<file path="config.mk">
export PLATFORM = sky130hd
export DESIGN_NAME = tt_lut_eval
export DESIGN_NICKNAME = d
export VERILOG_FILES = /design/src/rtl/tt_lut_pkg.sv /design/src/rtl/tt_lut_eval_cfg_loader.sv /design/src/rtl/tt_lut_eval.sv
export SDC_FILE = /design/constraint.sdc
export NUM_CORES = 1
export LEC_CHECK = 0
export CELL_PAD_IN_SITES_DETAIL_PLACEMENT = 1
export CELL_PAD_IN_SITES_GLOBAL_PLACEMENT = 2
export CORE_ASPECT_RATIO = 1.75
export CORE_MARGIN = 8
export CORE_UTILIZATION = 39
export DETAILED_ROUTE_END_ITERATION = 10
export MAX_ROUTING_LAYER = met4
export PLACE_DENSITY_LB_ADDON = 0.1
export SLEW_MARGIN = 20
export SYNTH_ARGS = -nofsm -noshare
export SYNTH_HDL_FRONTEND = slang
export SYNTH_HIERARCHICAL = 1
export SYNTH_SLANG_ARGS = --single-unit
</file>
<file path="constraint.sdc">
create_clock -name clk -period 2.7 [get_ports clk]
set_clock_uncertainty 0.05 [all_clocks]
set_input_delay 0.405 -clock clk [delete_from_list [all_inputs] [get_ports clk]]
set_output_delay 0.405 -clock clk [all_outputs]
set_load 0.1 [all_outputs]
</file>
<file path="src/rtl/tt_lut_pkg.sv">
// Shared types and helpers for the reprogrammable truth-table evaluator.
// Latency: n/a (types, constants and elaboration-time functions only).
// Backpressure: n/a.
package tt_lut_pkg;

   // Config loader states: waiting for a first word, collecting words, committing.
   typedef enum logic [1:0] {
      IDLE   = 2'd0,
      LOAD   = 2'd1,
      COMMIT = 2'd2
   } cfg_state_e;

   // Power-on table for the default 4-input configuration.
   localparam logic [15:0] DEFAULT_RST_TT = 16'h5215;

   // Number of config words needed to fill one table.
   function automatic int calc_nwords(input int tt_w, input int word_w);
      return tt_w / word_w;
   endfunction

   // Width of a channel index; at least one bit even for a single channel.
   function automatic int calc_ch_w(input int n_ch);
      return (n_ch > 1) ? $clog2(n_ch) : 1;
   endfunction

endpackage

</file>
<file path="src/rtl/tt_lut_eval_cfg_loader.sv">
// Word-serial table loader: assembles a shadow table and raises a commit strobe.
// Latency: shadow committed in the cycle after the last word is accepted.
// Backpressure: cfg_ready drops only during the single COMMIT cycle.
module tt_cfg_loader
   import tt_lut_pkg::*;
#(
   parameter int N_IN   = 4,
   parameter int N_CH   = 2,
   parameter int WORD_W = 8,
   localparam int TT_W   = 2 ** N_IN,
   localparam int NWORDS = calc_nwords(TT_W, WORD_W),
   localparam int CH_W   = calc_ch_w(N_CH),
   localparam int WC_W   = (NWORDS > 1) ? $clog2(NWORDS) : 1
) (
   input  logic              clk,
   input  logic              rst_n,
   input  logic              cfg_valid,
   output logic              cfg_ready,
   input  logic [CH_W-1:0]   cfg_ch,
   input  logic [WORD_W-1:0] cfg_word,
   input  logic              cfg_last,
   output logic              cfg_err,
   output logic              commit,
   output logic [CH_W-1:0]   commit_ch,
   output logic [TT_W-1:0]   commit_tt
);

   localparam logic [WC_W-1:0] LAST_IDX = WC_W'(NWORDS - 1);

   cfg_state_e      state_q, state_d;
   logic [WC_W-1:0] word_cnt_q, word_cnt_d;
   logic [CH_W-1:0] ch_q, ch_d;
   logic [TT_W-1:0] shadow_q, shadow_d;
   logic            err_q, err_d;

   logic            cfg_acc;
   logic [WC_W-1:0] word_idx;
   logic            final_word;
   logic            seq_err;
   logic            ch_err;
   logic            ch_out_of_range;

   assign cfg_ready = (state_q != COMMIT);
   assign cfg_acc   = cfg_valid && cfg_ready;

   // A first word always lands in slot 0; later words follow the running count.
   assign word_idx   = (state_q == IDLE) ? '0 : word_cnt_q;
   assign final_word = (word_idx == LAST_IDX);

   // cfg_last must coincide exactly with the final slot, neither early nor missing.
   assign seq_err = (cfg_last != final_word);

   // Channel numbers beyond N_CH only matter when N_CH is not a power of two.
   assign ch_out_of_range = ({1'b0, cfg_ch} >= (CH_W + 1)'(N_CH));
   assign ch_err = (state_q == IDLE) ? ch_out_of_range : (cfg_ch != ch_q);

   // Next-state logic: collect words, abort on any protocol error, commit once.
   always_comb begin
      state_d    = state_q;
      word_cnt_d = word_cnt_q;
      ch_d       = ch_q;
      shadow_d   = shadow_q;
      err_d      = 1'b0;
      unique case (state_q)
         IDLE, LOAD: begin
            if (cfg_acc) begin
               if (seq_err || ch_err) begin
                  // Drop the partial table; the active tables are never touched here.
                  err_d      = 1'b1;
                  shadow_d   = '0;
                  word_cnt_d = '0;
                  state_d    = IDLE;
               end else begin
                  if (state_q == IDLE) begin
                     ch_d     = cfg_ch;
                     shadow_d = '0;
                  end
                  for (int w = 0; w < NWORDS; w++) begin
                     if (word_idx == WC_W'(w)) begin
                        shadow_d[w*WORD_W +: WORD_W] = cfg_word;
                     end
                  end
                  if (cfg_last) begin
                     word_cnt_d = '0;
                     state_d    = COMMIT;
                  end else begin
                     word_cnt_d = word_idx + 1'b1;
                     state_d    = LOAD;
                  end
               end
            end
         end
         COMMIT: begin
            state_d = IDLE;
         end
         default: begin
            state_d    = IDLE;
            word_cnt_d = '0;
         end
      endcase
   end

   // Loader state register; reset abandons any load in flight without an error.
   always_ff @(posedge clk or negedge rst_n) begin
      if (!rst_n) begin
         state_q    <= IDLE;
         word_cnt_q <= '0;
         ch_q       <= '0;
         shadow_q   <= '0;
         err_q      <= 1'b0;
      end else begin
         state_q    <= state_d;
         word_cnt_q <= word_cnt_d;
         ch_q       <= ch_d;
         shadow_q   <= shadow_d;
         err_q      <= err_d;
      end
   end

   assign cfg_err   = err_q;
   assign commit    = (state_q == COMMIT);
   assign commit_ch = ch_q;
   assign commit_tt = shadow_q;

endmodule

</file>
<file path="src/rtl/tt_lut_eval.sv">
// N_IN-input / N_CH-output truth-table evaluator with run-time reloadable tables.
// Latency: 1 cycle accept-to-out_valid; a new table is live the cycle after COMMIT.
// Backpressure: in_ready = !out_valid || out_ready, held low for the COMMIT cycle.
module tt_lut_eval
   import tt_lut_pkg::*;
#(
   parameter int N_IN   = 4,
   parameter int N_CH   = 2,
   parameter int WORD_W = 8,
   parameter logic [(2**N_IN)-1:0] RST_TT = DEFAULT_RST_TT,
   localparam int TT_W  = 2 ** N_IN,
   localparam int CH_W  = calc_ch_w(N_CH)
) (
   input  logic              clk,
   input  logic              rst_n,
   input  logic              in_valid,
   output logic              in_ready,
   input  logic [N_IN-1:0]   in_vec,
   output logic              out_valid,
   input  logic              out_ready,
   output logic [N_CH-1:0]   out_bits,
   input  logic              cfg_valid,
   output logic              cfg_ready,
   input  logic [CH_W-1:0]   cfg_ch,
   input  logic [WORD_W-1:0] cfg_word,
   input  logic              cfg_last,
   output logic              cfg_err,
   output logic [15:0]       eval_cnt
);

   logic [TT_W-1:0] tbl_q [N_CH];

   logic            commit;
   logic [CH_W-1:0] commit_ch;
   logic [TT_W-1:0] commit_tt;

   logic            out_valid_q;
   logic [N_CH-1:0] out_bits_q;
   logic [15:0]     eval_cnt_q;

   logic            in_acc;
   logic            out_xfer;

   tt_cfg_loader #(
      .N_IN   (N_IN),
      .N_CH   (N_CH),
      .WORD_W (WORD_W)
   ) u_loader (
      .clk       (clk),
      .rst_n     (rst_n),
      .cfg_valid (cfg_valid),
      .cfg_ready (cfg_ready),
      .cfg_ch    (cfg_ch),
      .cfg_word  (cfg_word),
      .cfg_last  (cfg_last),
      .cfg_err   (cfg_err),
      .commit    (commit),
      .commit_ch (commit_ch),
      .commit_tt (commit_tt)
   );

   // Stalling input during COMMIT means no accept can straddle old and new tables.
   assign in_ready = (!out_valid_q || out_ready) && !commit;
   assign in_acc   = in_valid && in_ready;
   assign out_xfer = out_valid_q && out_ready;

   // Active tables: whole-table replace on commit, so readers never see a mix.
   always_ff @(posedge clk or negedge rst_n) begin
      if (!rst_n) begin
         for (int c = 0; c < N_CH; c++) begin
            tbl_q[c] <= RST_TT;
         end
      end else if (commit) begin
         for (int c = 0; c < N_CH; c++) begin
            if (commit_ch == CH_W'(c)) begin
               tbl_q[c] <= commit_tt;
            end
         end
      end
   end

   // Output register: loads on accept, otherwise holds until downstream takes it.
   always_ff @(posedge clk or negedge rst_n) begin
      if (!rst_n) begin
         out_valid_q <= 1'b0;
         out_bits_q  <= '0;
      end else if (in_acc) begin
         out_valid_q <= 1'b1;
         for (int c = 0; c < N_CH; c++) begin
            out_bits_q[c] <= tbl_q[c][in_vec];
         end
      end else if (out_ready) begin
         out_valid_q <= 1'b0;
      end
   end

   // Completed-transfer counter, pinned at all-ones once it gets there.
   always_ff @(posedge clk or negedge rst_n) begin
      if (!rst_n) begin
         eval_cnt_q <= '0;
      end else if (out_xfer && (eval_cnt_q != 16'hFFFF)) begin
         eval_cnt_q <= eval_cnt_q + 16'd1;
      end
   end

   assign out_valid = out_valid_q;
   assign out_bits  = out_bits_q;
   assign eval_cnt  = eval_cnt_q;

endmodule

</file>
**Word level (Yosys, flattened, before mapping)**

Cells that the tools add are included.

- $add $sub $neg: 2
- Magnitude comparators: 1
- Eq/ne operators: 8
- Mux-type cells: 23
- Bitwise gates (word level): 3
- Reductions and logical operators: 19

Operator list:

| kind | count |
|---|---|
| 16-bit 2-to-1 mux | 2 |
| 16-bit by 1-bit adder with 16-bit output (second input constant) | 1 |
| 8-bit 2-to-1 mux | 2 |
| 16-bit != test (second input constant) | 1 |
| 1-bit 2-to-1 mux | 12 |
| 1-bit binary-select mux with 4-bit select | 2 |
| 2-bit 2-to-1 mux | 4 |
| 2-bit AND reduction | 3 |
| 3-bit AND reduction | 2 |
| 1-bit logical AND | 5 |
| 4-bit by 5-bit < comparator with 1-bit output (second input constant) | 1 |
| 4-bit AND reduction | 1 |
| 3-bit != test (second input constant) | 1 |
| 1-bit inverter | 3 |
| 3-bit nonzero test | 1 |
| 2-bit by 1-bit == test with 1-bit output (second input constant) | 1 |
| 2-bit == test (second input constant) | 1 |
| 1-bit zero test | 2 |
| 2-bit zero test | 1 |
| 1-bit logical OR | 2 |
| 1-bit != test | 2 |
| 2-bit by 1-bit != test with 1-bit output (second input constant) | 1 |
| 2-bit != test (second input constant) | 1 |
| 1-bit one-hot mux with 2 select lines | 1 |
| 3 further kinds | 3 |

- Register bits after elaboration: 72
- Bits of input ports: 19
- Word-level logic and storage cells: 67

**Logic depth before layout (Yosys ltp)**

Gate-level depths: netlist of the first run.

- Word-level depth: 7
- Gate-level depth with buffers: 6

**Cells and area by module**

The synthesis of the first run kept the hierarchy.

By module, submodules not included:

| module | instances | cells an instance | area an instance (um2) | sequential area each (um2) |
|---|---|---|---|---|
| tt_lut_eval | 1 | 170 | 2392.3 | 1291.2 |
| tt_cfg_loader | 1 | 72 | 1014.7 | 525.5 |

**Least setup slack after synthesis of the first run**

Ideal clock, no wire load.

- Kind: reg2reg
- Start point: register u_loader.state_q[0]
- End point: register out_bits_q[0], in the netlist out_bits[0]
- Library setup time: 126 ps
- Data arrival time: 3563 ps
- Data required time: 2524 ps
- Slack: -1039 ps
- Cell stages (with the launch flop): 6
- Path buffers: 0
- Path through: dfrtp_1 -> nand2b_1 -> inv_1 -> a21oi_1 -> nand2_1 -> mux2_2

- Word-level cells in the longest chain between the ends: 4

Ends and longest elaborated chain:

| item | line | text |
|---|---|---|
| start: declaration | tt_lut_eval_cfg_loader.sv:30 | `cfg_state_e state_q, state_d;` |
| start signal: assignment | tt_lut_eval_cfg_loader.sv:112 | `state_q <= state_d;` |
| 2-bit == test | tt_lut_eval_cfg_loader.sv:121 | `assign commit = (state_q == COMMIT);` |
| named net commit | tt_lut_eval.sv:33 | `logic commit;` |
| 1-bit zero test | tt_lut_eval.sv:63 | `assign in_ready = (!out_valid_q \|\| out_ready) && !commit;` |
| 1-bit logical AND | tt_lut_eval.sv:63 |  |
| named net in_ready | tt_lut_eval.sv:17 | `output logic in_ready,` |
| 1-bit logical AND | tt_lut_eval.sv:64 | `assign in_acc = in_valid && in_ready;` |
| end signal: indexed assignment | tt_lut_eval.sv:90 | `out_bits_q[c] <= tbl_q[c][in_vec];` |
| end: declaration | tt_lut_eval.sv:38 | `logic [N_CH-1:0] out_bits_q;` |

The timed path passes the listed nets, and every way through them passes these cells.
A chain may end at the register's enable or synchronous reset.

**Worst setup path after layout of the first run**

- Start point: register u_loader.state_q[0]
- End point: register u_loader.shadow_q[0], in the netlist u_loader/commit_tt[0]

- Word-level cells in the longest chain between the ends: 6

Ends and longest elaborated chain:

| item | line | text |
|---|---|---|
| 2-bit zero test | -- |  |
| 1-bit 2-to-1 mux | tt_lut_eval_cfg_loader.sv:47 | `assign word_idx = (state_q == IDLE) ? '0 : word_cnt_q;` |
| 1-bit != test | tt_lut_eval_cfg_loader.sv:51 | `assign seq_err = (cfg_last != final_word);` |
| 1-bit logical OR | tt_lut_eval_cfg_loader.sv:67 | `if (seq_err \|\| ch_err) begin` |
| 3-bit != test (no source line) | -- |  |
| 3-bit AND reduction (no source line) | -- |  |
| end signal: assignment | tt_lut_eval_cfg_loader.sv:115 | `shadow_q <= shadow_d;` |
| end: declaration | tt_lut_eval_cfg_loader.sv:33 | `logic [TT_W-1:0] shadow_q, shadow_d;` |

Several ways; a longest one is shown, not always the timed one.

==> results of run 1 <==
## worst reg2reg max path, delay by kind of cell (launching register included)
family                   cells  cell delay (ns)
AO/OA/AOI/OAI                3             1.07
flip-flops                   1             0.47
buffers and inverters        2             0.37
adder cells (fa/ha/maj)      1             0.28
## stage by stage
stage	setup slack [ns]	instance area [µm²]	utilization	hold WS [ns]
after floorplan	0.309	3420	-	0.0594
after global placement	0.315	3930	0.459	0.417
after detailed placement	0.299	3930	0.459	0.420
after CTS	0.383	4220	0.493	0.0637
after global routing	0.273	4220	0.493	0.0691
final	0.389	4220	0.493	0.0406
## synthesized netlist by cell type (all sizes together)
| library cell | instances |
|---|---|
| dfrtp | 60 |
| mux2 | 44 |
| dfstp | 12 |
| nand2 | 9 |
| a22o | 8 |
| mux4 | 8 |
| nor4b | 8 |
| xor2 | 8 |
| buf | 7 |
| nand3 | 7 |
| xnor2 | 7 |
| inv | 6 |
| mux2i | 6 |
| nand4 | 6 |
| nor2 | 6 |
| clkbuf | 4 |
| nor3 | 4 |
| a21oi | 3 |
| and4 | 3 |
| nor4 | 3 |
| o21ai | 3 |
| a2111oi | 2 |
| ha | 2 |
| nand2b | 2 |
| nor2b | 2 |
| nor3b | 2 |
| or2 | 2 |
| a31o | 1 |
| a31oi | 1 |
| a32o | 1 |
| and3 | 1 |
| and4bb | 1 |
| o21a | 1 |
| o31ai | 1 |
| o41a | 1 |
## registers in the layout, summed over array words and instances (netlist names)
register / flops
eval_cnt: 16
tbl_q: 32
u_loader/commit_tt: 16
u_loader/state_q: 2
u_loader/cfg_err: 1
u_loader/commit_ch: 1
out_valid: 1
u_loader/word_cnt_q: 1
out_bits: 2
## worst paths after layout
| path | cells past startpoint | end | slack (ns) | start |
|---|---|---|---|---|
| max in group asynchronous | 2 | tbl_q[14]$_DFFE_PN1P_ | 2.20 | rst_n |
| max | 6 | u_loader/commit_tt[0]$_DFFE_PN0P_ | 0.39 | u_loader/state_q[0]$_DFFE_PN0P_ |
| min reg2reg | 1 | eval_cnt[14]$_DFFE_PN0P_ | 0.44 | eval_cnt[14]$_DFFE_PN0P_ |
| min in group clk | 1 | eval_cnt[14]$_DFFE_PN0P_ | 0.44 | eval_cnt[14]$_DFFE_PN0P_ |
| min | 2 | eval_cnt[0]$_DFFE_PN0P_ | 0.04 | rst_n |
| max reg2reg | 6 | u_loader/commit_tt[0]$_DFFE_PN0P_ | 0.39 | u_loader/state_q[0]$_DFFE_PN0P_ |
## power breakdown
part / total [W] / switching [W] / internal [W]
clock network: 0.00116 / 0.000425 / 0.000739
registers: 0.00150 / 0.000191 / 0.00131
logic: 0.00105 / 0.000684 / 0.000367
## layer usage
layer | part of all wire | global-route usage
met5 | 0 | -
met2 | 0.57 | 0.263
met1 | 0.36 | 0.140
met4 | 0.032 | 0.0712
met3 | 0.038 | 0.0407
## cells by family after synthesis
family / after synthesis / share of synthesized area
AO/OA/AOI/OAI: 22 / 0.0595
XOR/XNOR: 15 / 0.0408
adder cells (fa/ha/maj): 2 / 0.00734
buffers and inverters: 17 / 0.0275
flip-flops: 72 / 0.533
multiplexers: 58 / 0.231
AND/OR/NAND/NOR: 56 / 0.100
## final cells by class
cell class / instances / area share
Multi-Input combinational cell: 153 / 0.358
Timing Repair Buffer: 49 / 0.103
Tap cell: 117 / 0.0347
Inverter: 6 / 0.00533
Clock buffer: 13 / 0.0593
Clock inverter: 3 / 0.0101
Sequential cell: 72 / 0.430
==> impl_metrics.csv, run 1 <==
group,metric,value,unit
outcome,outcome,"finished, final reports clean",
worst_setup_path,crit_type,"reg2reg",
sta,hold_viol_final,0,
sta,worstMarginPinSlew,0.728,ns
yosys,netlist_area,3410,µm²
clock_tree,cts_buffers,9,
yosys,synth_seq_cells,72,
worst_setup_path,crit_fanout,13,
clock_tree,cts_root_buf,"clkbuf_16",
grt,grt_pass1_vias,2440,
clock_tree,clkLatencyLatePin,0.33,ns
yosys,synth.avg_cell_area,14.1,µm²
yosys,ys_top_cells_by_area,"dfrtp_1 (44%), mux2_2 (12%), dfstp_2 (9.3%)",
grt,grt_usage,0.147,
floorplan,fp-row-count,45,
sta,max_freq,433,MHz
floorplan,start_util,0.398,
worst_setup_path,critical-path-max-stage-delay,0.54,ns
power,powerDensity,881,nW/µm²
drt,vias_per_cell,5.24,
power,irDropWorstVdd,0.000401,V
grt,grt_pass1_wl,13.0,mm
layout,instances_no_fill,413,
drt,drc_errors,0,
drt,drtIter0Drc,31,
sta,fin_setup_tns,0,ns
grt,grt_max_degree,73,
yosys,synth_area_leader_cell,"dfrtp_1",
yosys,ys_types,44,
worst_setup_path,crit_buf_inv,2,
layout,drive_above_1_share,0.385,
sta,drv_slew,0,
floorplan,die-area,12100,µm²
placed_design,portBuffers,40,
worst_setup_path,cp.required,2.92,ns
drt,wl_per_cell,19.5,µm
layout,num-fill-cells,898,
layout,n_antenna_cell,0,
layout,seqCellArea,1820,µm²
worst_setup_path,crit_path_start_kind,"register",
clock_tree,hold_buffers,0,
drt,ant_nets,0,
worst_setup_path,crit_slowest_cell,"a2111oi_4",
power,leakage,1.94,nW
yosys,synth_top_cell_area_share,0.441,
floorplan,die_x,86.7,µm
layout,final_cell_mix,"dfrtp_1 (60), mux2_2 (35), buf_4 (29), clkdlybuf4s50_1 (17), dfstp_2 (12)",
layout,multi_input_area,1510,µm²
worst_setup_path,arrival,2.53,ns
yosys,synth_nets,263,
clock_tree,cts.sinks,72,
sta,fin_crit_sh,0.856,
worst_setup_path,end_kind,"register",
power,total_power,0.00372,W
flow_run,drv_cap,0,
sta,slew_headroom,0.514,
sta,setup_viol,0,
layout,area_delta_synth_final,23.9,%
floorplan,core,8560,µm²
clock_tree,cts_tree,"built",
layout,layout.cells.most_common,"dfrtp_1",
drt,routed_wl,8.05,mm
sta,fin_crit,2.31,ns
grt,grt-ovfl-total,0,
placed_design,dp_hpwl,6.11,mm
placed_design,placed_cells,397,
clock_tree,htreeDepth,3,
worst_setup_path,cpLargestDelayFamily,"compound AO/OA/AOI/OAI gates",
floorplan,io_pins,41,
hold_path,hp-class,"in2async",
layout,finalNetCount,312,
yosys,synth.yosys.seq_area_share,0.533,
clock_tree,clockBufferDepth,2,
floorplan,chipHeight,140,µm
yosys,ys_warn_count,6,
placed_design,gp_congestion,0.737,
yosys,postSynthCellCount,242,
worst_setup_path,path_cells,"o21a_2 > inv_2 > ha_1 > buf_4 > a2111oi_4 > a22o_1",
grt,antenna_found_initial,0,
clock_tree,clk_pin_slew,0.06,ns
clock_tree,cts_resized,0,
drt,drtPass1Iterations,5,
drt,vias,2165,
sta,rsz0062_at_grt,"no",
clock_tree,cts_setup_buffers,0,
No activity file was read; power rests on OpenSTA's default activity.
==> run 2, diff against run 1 <==
--- a/config.mk
+++ b/config.mk
@@ -10,10 +10,10 @@
 export CORE_ASPECT_RATIO = 1.75
 export CORE_MARGIN = 8
 export CORE_UTILIZATION = 39
+export CTS_CLUSTER_SIZE = 25
 export DETAILED_ROUTE_END_ITERATION = 10
 export MAX_ROUTING_LAYER = met4
 export PLACE_DENSITY_LB_ADDON = 0.1
-export SLEW_MARGIN = 20
 export SYNTH_ARGS = -nofsm -noshare
 export SYNTH_HDL_FRONTEND = slang
 export SYNTH_HIERARCHICAL = 1
==> results of run 2 <==
The final DEF is identical to that of run 1; final timing and power are the same.
